File: src/rtl/alu_ctrl_seq_if.sv
// rtl/alu_ctrl_seq_if.sv - ID-to-EX handshake and ALU control bundle for alu_ctrl_seq
interface alu_ctrl_seq_if;
   logic        flush;
   logic        in_valid;
   logic        in_ready;
   logic [1:0]  ALUOp;
   logic [10:0] Opcode;
   logic        out_valid;
   logic [3:0]  ALUCnt;
   logic        illegal;
   logic        mc_busy;
   logic        mc_done;

   modport master (
      output flush, in_valid, ALUOp, Opcode,
      input  in_ready, out_valid, ALUCnt, illegal, mc_busy, mc_done
   );

   modport slave (
      input  flush, in_valid, ALUOp, Opcode,
      output in_ready, out_valid, ALUCnt, illegal, mc_busy, mc_done
   );
endinterface

File: src/rtl/alu_ctrl_seq.sv
// rtl/alu_ctrl_seq.sv - registered ALU control decode with MUL/UDIV latency sequencing
module alu_ctrl_seq #(
   parameter int MUL_LAT = 4,
   parameter int DIV_LAT = 16,
   parameter int LAT_W   = 5
) (
   input  logic          clk,
   input  logic          rst,
   alu_ctrl_seq_if.slave bus
);

   typedef enum logic {IDLE, BUSY} state_e;

   localparam logic [LAT_W-1:0] MUL_LD = LAT_W'(MUL_LAT - 1);
   localparam logic [LAT_W-1:0] DIV_LD = LAT_W'(DIV_LAT - 1);

   state_e           state_q, state_d;
   logic [LAT_W-1:0] cnt_q, cnt_d;
   logic             out_valid_q, out_valid_d;
   logic [3:0]       alu_cnt_q, alu_cnt_d;
   logic             illegal_q, illegal_d;

   logic             in_ready;
   logic             accept;
   logic [3:0]       dec_cnt;
   logic             dec_ill;
   logic             dec_mc;
   logic [LAT_W-1:0] dec_ld;

   // Undecodable encodings fall through to the 1111/illegal default.
   always_comb begin
      dec_cnt = 4'b1111;
      dec_ill = 1'b1;
      dec_mc  = 1'b0;
      dec_ld  = '0;
      case (bus.ALUOp)
         2'b00: begin dec_cnt = 4'b0010; dec_ill = 1'b0; end
         2'b01: begin dec_cnt = 4'b0111; dec_ill = 1'b0; end
         2'b10: begin
            case (bus.Opcode)
               11'b10001011000: begin dec_cnt = 4'b0010; dec_ill = 1'b0; end
               11'b11001011000: begin dec_cnt = 4'b0110; dec_ill = 1'b0; end
               11'b10001010000: begin dec_cnt = 4'b0000; dec_ill = 1'b0; end
               11'b10101010000: begin dec_cnt = 4'b0001; dec_ill = 1'b0; end
               11'b11001010000: begin dec_cnt = 4'b0011; dec_ill = 1'b0; end
               11'b11010011011: begin dec_cnt = 4'b1000; dec_ill = 1'b0; end
               11'b11010011010: begin dec_cnt = 4'b1001; dec_ill = 1'b0; end
               11'b10011011000: begin
                  dec_cnt = 4'b1010; dec_ill = 1'b0; dec_mc = 1'b1; dec_ld = MUL_LD;
               end
               11'b10011010110: begin
                  dec_cnt = 4'b1011; dec_ill = 1'b0; dec_mc = 1'b1; dec_ld = DIV_LD;
               end
               default: ;
            endcase
         end
         default: begin
            case (bus.Opcode[10:1])
               10'b1001000100: begin dec_cnt = 4'b0010; dec_ill = 1'b0; end
               10'b1101000100: begin dec_cnt = 4'b0110; dec_ill = 1'b0; end
               10'b1001001000: begin dec_cnt = 4'b0000; dec_ill = 1'b0; end
               10'b1011001000: begin dec_cnt = 4'b0001; dec_ill = 1'b0; end
               default: ;
            endcase
         end
      endcase
   end

   assign in_ready = (state_q == IDLE) && !bus.flush;
   assign accept   = bus.in_valid && in_ready;

   always_comb begin
      state_d     = state_q;
      cnt_d       = cnt_q;
      out_valid_d = accept;
      alu_cnt_d   = alu_cnt_q;
      illegal_d   = illegal_q;
      if (accept) begin
         alu_cnt_d = dec_cnt;
         illegal_d = dec_ill;
      end
      case (state_q)
         IDLE: begin
            if (accept && dec_mc) begin
               state_d = BUSY;
               cnt_d   = dec_ld;
            end
         end
         default: begin
            // Counter is only loaded from IDLE and parks at 0, so it cannot wrap.
            if (bus.flush || cnt_q == '0) begin
               state_d = IDLE;
               cnt_d   = '0;
            end else begin
               cnt_d = cnt_q - 1'b1;
            end
         end
      endcase
   end

   always_ff @(posedge clk or posedge rst) begin
      if (rst) begin
         state_q     <= IDLE;
         cnt_q       <= '0;
         out_valid_q <= 1'b0;
         alu_cnt_q   <= 4'b0000;
         illegal_q   <= 1'b0;
      end else begin
         state_q     <= state_d;
         cnt_q       <= cnt_d;
         out_valid_q <= out_valid_d;
         alu_cnt_q   <= alu_cnt_d;
         illegal_q   <= illegal_d;
      end
   end

   assign bus.in_ready  = in_ready;
   assign bus.out_valid = out_valid_q;
   assign bus.ALUCnt    = alu_cnt_q;
   assign bus.illegal   = illegal_q;
   assign bus.mc_busy   = (state_q == BUSY);
   assign bus.mc_done   = (state_q == BUSY) && (cnt_q == '0) && !bus.flush;

endmodule
File: src/flat_wrapper.sv
// flat-port wrapper written by rule: the top's interface ports become plain ports
module alu_ctrl_seq_flat 
#(
   parameter int MUL_LAT = 4,
   parameter int DIV_LAT = 16,
   parameter int LAT_W   = 5
)
  (clk, rst, bus_flush, bus_in_valid, bus_ALUOp, bus_Opcode, bus_in_ready, bus_out_valid, bus_ALUCnt, bus_illegal, bus_mc_busy, bus_mc_done);
  alu_ctrl_seq_if bus_i ();
  input  logic clk;
  input  logic rst;
  input wire logic [$bits(bus_i.flush)-1:0] bus_flush;
  input wire logic [$bits(bus_i.in_valid)-1:0] bus_in_valid;
  input wire logic [$bits(bus_i.ALUOp)-1:0] bus_ALUOp;
  input wire logic [$bits(bus_i.Opcode)-1:0] bus_Opcode;
  output wire logic [$bits(bus_i.in_ready)-1:0] bus_in_ready;
  output wire logic [$bits(bus_i.out_valid)-1:0] bus_out_valid;
  output wire logic [$bits(bus_i.ALUCnt)-1:0] bus_ALUCnt;
  output wire logic [$bits(bus_i.illegal)-1:0] bus_illegal;
  output wire logic [$bits(bus_i.mc_busy)-1:0] bus_mc_busy;
  output wire logic [$bits(bus_i.mc_done)-1:0] bus_mc_done;
  assign bus_i.flush = bus_flush;
  assign bus_i.in_valid = bus_in_valid;
  assign bus_i.ALUOp = bus_ALUOp;
  assign bus_i.Opcode = bus_Opcode;
  assign bus_in_ready = bus_i.in_ready;
  assign bus_out_valid = bus_i.out_valid;
  assign bus_ALUCnt = bus_i.ALUCnt;
  assign bus_illegal = bus_i.illegal;
  assign bus_mc_busy = bus_i.mc_busy;
  assign bus_mc_done = bus_i.mc_done;
  alu_ctrl_seq #(.MUL_LAT(MUL_LAT), .DIV_LAT(DIV_LAT), .LAT_W(LAT_W)) u_core (.clk(clk), .rst(rst), .bus(bus_i));
endmodule
File: config.mk
export PLATFORM = sky130hd
export DESIGN_NAME = alu_ctrl_seq_flat
export DESIGN_NICKNAME = d
export VERILOG_FILES = /design/src/rtl/alu_ctrl_seq_if.sv /design/src/rtl/alu_ctrl_seq.sv /design/src/flat_wrapper.sv
export SDC_FILE = /design/constraint.sdc
export NUM_CORES = 1
export LEC_CHECK = 0
export BUFFER_PORTS_ARGS = -buffer_cell sky130_fd_sc_hd__buf_2
export CAP_MARGIN = 10
export CORE_UTILIZATION = 35
export CTS_CLUSTER_SIZE = 30
export DETAILED_ROUTE_END_ITERATION = 16
export PLACE_DENSITY_LB_ADDON = 0.25
export RECOVER_POWER = 50
export SYNTH_ARGS = -nofsm -noshare
export SYNTH_HDL_FRONTEND = slang
export SYNTH_SLANG_ARGS = --single-unit
File: constraint.sdc
create_clock -name clk -period 4.7 [get_ports clk]
set_clock_uncertainty 0.05 [all_clocks]
set_input_delay 0.705 -clock clk [delete_from_list [all_inputs] [get_ports clk]]
set_output_delay 0.705 -clock clk [all_outputs]
set_load 0.01 [all_outputs]
==> results_tabular.tex <==
\begin{tabular}{lr}
\hline
Metric & Value \\
\hline
\multicolumn{2}{l}{\textbf{Logic synthesis}} \\
Yosys warning count & 0 \\
Summed instance area of the synthesized netlist & 968.4 sq um \\
Multiplexer area fraction after synthesis & 0\% \\
Number of instances in the synthesized netlist & 107 \\
Largest family of logic cells by synthesized area & simple AND/OR/NAND/NOR gates \\
Number of distinct standard cells referenced by the synthesized netlist & 46 \\
\#FFs+latches synth & 12 \\
Nets in the synthesized netlist & 125 \\
Synthesized area per cell & 9.051 sq um \\
Post-synthesis share of cell area spent on xor and xnor gates & 0.9044\% \\
Complex-gate fraction of the synthesized area & 25.45\% \\
Adder and majority cell fraction of the synthesized area & 1.292\% \\
Share of the yosys chip area belonging to registers & 31.01\% \\
Synthesized-area fraction occupied by and/or/nand/nor cells & 36.05\% \\
\multicolumn{2}{l}{\textbf{Setup path}} \\
Cell with the biggest individual delay on the critical path & or4b\_1 \\
CP Class & register to output pin \\
Nature of the critical path startpoint & register \\
Worst Reg2Reg Path Length in Cells & 6 \\
CP required & 3.94 ns \\
Total buffers and inverters traversed by the critical path & 2 \\
Max FO, Critical Path & 4 \\
Kind of capture point of the worst setup path & output pin \\
WP data arrival & 1.62 ns \\
Crit-path leading delay family & simple AND/OR/NAND/NOR gates \\
Endpoint of the lowest-slack register-to-register path & u\_core.cnt\_q[3] \\
Ordered list of cells on the worst path & inv\_1, ha\_1, or4b\_1, nor2\_1, buf\_2 \\
R2R setup slack & 2.92 ns \\
Worst r2r src & u\_core.cnt\_q[0] \\
Maximum cell stage delay along the critical path & 0.46 ns \\
\multicolumn{2}{l}{\textbf{Clock network}} \\
Source-to-sink clock delay at the later pin of the worst-skew pair & 0.27 ns \\
Master cell of the clock root buffer & clkbuf\_4 \\
H-tree lvl count & 1 \\
Number of buffers created by CTS & 3 \\
Clock sink count & 12 \\
Clock Path Buffers & 2 \\
Number of resized instances in the post-cts repair step & 0 \\
TritonCTS clock tree & yes \\
Post-CTS Repair Setup Buffers & 0 \\
Clock Pin Slew Worst Setup and Hold Paths & 0.08 ns \\
Count of hold-fix buffers inserted at cts & 0 \\
\multicolumn{2}{l}{\textbf{Die}} \\
Ports & 26 \\
Height of the die & 54.60 microns \\
Cell row count & 18 \\
Starting utilization of the core area & 38.05\% \\
DIE AREA & 0.002981 sq mm \\
Core region area & 0.002545 sq mm \\
Die width & 54.60 microns \\
\multicolumn{2}{l}{\textbf{Placement}} \\
IO Port Bufs & 25 \\
Final HPWL from detailed placement & 1895 microns \\
Final GP Congestion & 0.8307 \\
\multicolumn{2}{l}{\textbf{Status}} \\
Result of the run & completed \\
\multicolumn{2}{l}{\textbf{Route}} \\
Drt initial violations & 22 \\
Mean number of vias per cell & 5.617 \\
Remaining design rule violation count & 0 \\
Routed wire length per instance & 14.04 microns \\
Length of the first detailed-routing pass in iterations & 4 \\
Overall via count from detail\_route & 910 \\
Count of nets left with antenna violations after detail routing & 0 \\
Total detailed-routing wirelength & 2275 microns \\
\multicolumn{2}{l}{\textbf{Cells and area}} \\
Number of fillers in the final layout & 280 \\
Share of cells above drive strength 1 & 25.00\% \\
Relative area change from synthesis to final layout & 17.31\% \\
Number of antenna repair diodes & 0 \\
Final-stage net count & 152 \\
\multicolumn{2}{l}{\textbf{Timing}} \\
Max Freq & 0.4208 GHz \\
Worst-case hold slack & 0.3820 ns \\
Min Clock Period, post-route & 2.377 ns \\
Period utilisation layout & 50.56\% \\
Count of final max-slew check failures & 0 \\
RSZ-0062 raised after global routing & false \\
Worst-margin pin slew & 0.4566 ns \\
Total Neg Setup Slack & 0 ns \\
Number of hold-slack violations in the final timing report & 0 \\
Final setup viols & 0 \\
Max transition margin & 69.53\% \\
\multicolumn{2}{l}{\textbf{GRT}} \\
Initial antenna violation count & 0 \\
Total routing usage reported by global routing & 17.57\% \\
First-pass GRT wire length & 3746 microns \\
GR Overflow Total & 0 \\
Pin count of the biggest net entering global routing & 13 \\
Via count of the first global-routing pass & 851 \\
\multicolumn{2}{l}{\textbf{Job}} \\
Count of max-cap constraint violations & 0 \\
\multicolumn{2}{l}{\textbf{Pwr}} \\
Static power due to leakage & 0.4947 nW \\
PwrDens & 198.9 mW/mm\^{}2 \\
VDD IR-drop max & 0.09171 mV \\
\multicolumn{2}{l}{\textbf{Hold path}} \\
Worst min path class & input pin to async pin \\
\hline
\end{tabular}
-- metal layers --
layer,global-route usage (%),vias up,routed length (microns),share of wire [%]
met5,0,-,0,0
met4,8.974,0,4,0.18
met3,0.8333,2,89,3.9
met2,27.51,25,1036,46
met1,24.16,415,1145,50
li1,-,468,-,-
-- cell usage after synthesis (all sizes together) --
library cell / number / area share, %
a41oi: 1 / 0.90
o32ai: 2 / 1.8
dfrtp: 12 / 31
a21oi: 2 / 1.0
nand4bb: 2 / 2.3
o21ai: 6 / 3.1
or4b: 2 / 2.5
o2bb2ai: 2 / 1.8
nand2b: 4 / 2.6
and3: 1 / 0.65
nor4bb: 1 / 1.0
nor2b: 2 / 1.3
and3b: 1 / 0.90
nand3: 3 / 1.5
a31oi: 3 / 1.9
nor3: 2 / 1.0
o311ai: 1 / 0.90
buf: 2 / 1.0
or3: 1 / 0.65
ha: 1 / 1.3
or3b: 1 / 0.90
nand3b: 1 / 2.1
nand4b: 1 / 0.90
nand4: 1 / 0.65
o31ai: 3 / 2.3
nand2: 7 / 2.7
nor2: 6 / 2.3
a22o: 2 / 1.8
o211ai: 2 / 3.0
inv: 10 / 3.9
and4bb: 4 / 5.2
a2bb2oi: 1 / 0.90
clkbuf: 1 / 0.39
nor3b: 4 / 3.6
nor4: 4 / 3.2
xnor2: 1 / 0.90
a21boi: 1 / 0.78
o21a: 2 / 1.5
o2111ai: 4 / 3.6
-- how the worst max path moves through the flow --
stage               startpoint                    to  slack, ns  cells past startpoint
5_1_grt        u_core.cnt_q[0]           bus_mc_done       2.23                      5
2_1_floorplan  u_core.cnt_q[0]           bus_mc_done       2.72                      4
4_1_cts        u_core.cnt_q[0]           bus_mc_done       2.32                      5
6_report       u_core.cnt_q[0]           bus_mc_done       2.32                      5
3_5_place_dp     bus_Opcode[0]  u_core.bus.ALUCnt[1]       2.59                      5
3_3_place_gp     bus_Opcode[1]  u_core.bus.ALUCnt[2]       2.61                      5
-- cell families (layout without fill, tap and decap cells) --
| logic type | after synthesis | count (layout) |
|---|---|---|
| buffers and inverters | 13 | 38 |
| AND/OR/NAND/NOR | 48 | 48 |
| flip-flops | 12 | 12 |
| AO/OA/AOI/OAI | 32 | 32 |
| XOR/XNOR | 1 | 1 |
| adder cells (fa/ha/maj) | 1 | 1 |
-- registers in the layout, indices dropped and copies added (netlist names) --
name	count
u_core.bus.out_valid	1
u_core.bus.illegal	1
u_core.bus.ALUCnt	4
u_core.cnt_q	5
u_core.bus.mc_busy	1
-- metrics by stage --
stage                     cells  instance area, sq um  utilization, %  setup WS [ns]  power [mW]
after detailed placement    159                  1117           43.90          2.592      0.1665
after CTS                   162                  1140           44.79          2.324      0.2285
after global routing        162                  1136           44.64          2.227      0.2400
after floorplan             107                 968.4               -          2.720      0.1437
after global placement      159                  1117           43.90          2.606      0.1650
final                       162                  1136           44.64          2.323      0.2260
-- layout by cell type, fill, tap and decap left out, drive strengths merged, types with 3 or more instances in the layout --
cell type	instances
o21ai	6
o31ai	3
nor4	4
inv	10
and4bb	4
nor3b	4
buf	22
nand2b	4
nand3	3
a31oi	3
nand2	7
dfrtp	12
clkbuf	6
nor2	6
o2111ai	4
-- layout make-up --
class                      instances  area [sq um]  area share, %
multi-input combinational         82         616.8          54.30
sequential                        12         300.3          26.43
clock buffer                       3         22.52          1.982
timing repair buffer              25         121.4          10.68
tap                               30         37.54          3.304
inverter                          10         37.54          3.304
-- where the power goes --
group / internal, mW / switching [mW]
combinational: 0.0208 / 0.0300
clock: 0.0296 / 0.0334
sequential: 0.109 / 0.00283
total: 0.160 / 0.0662
Power figures use the tool's default switching activity.
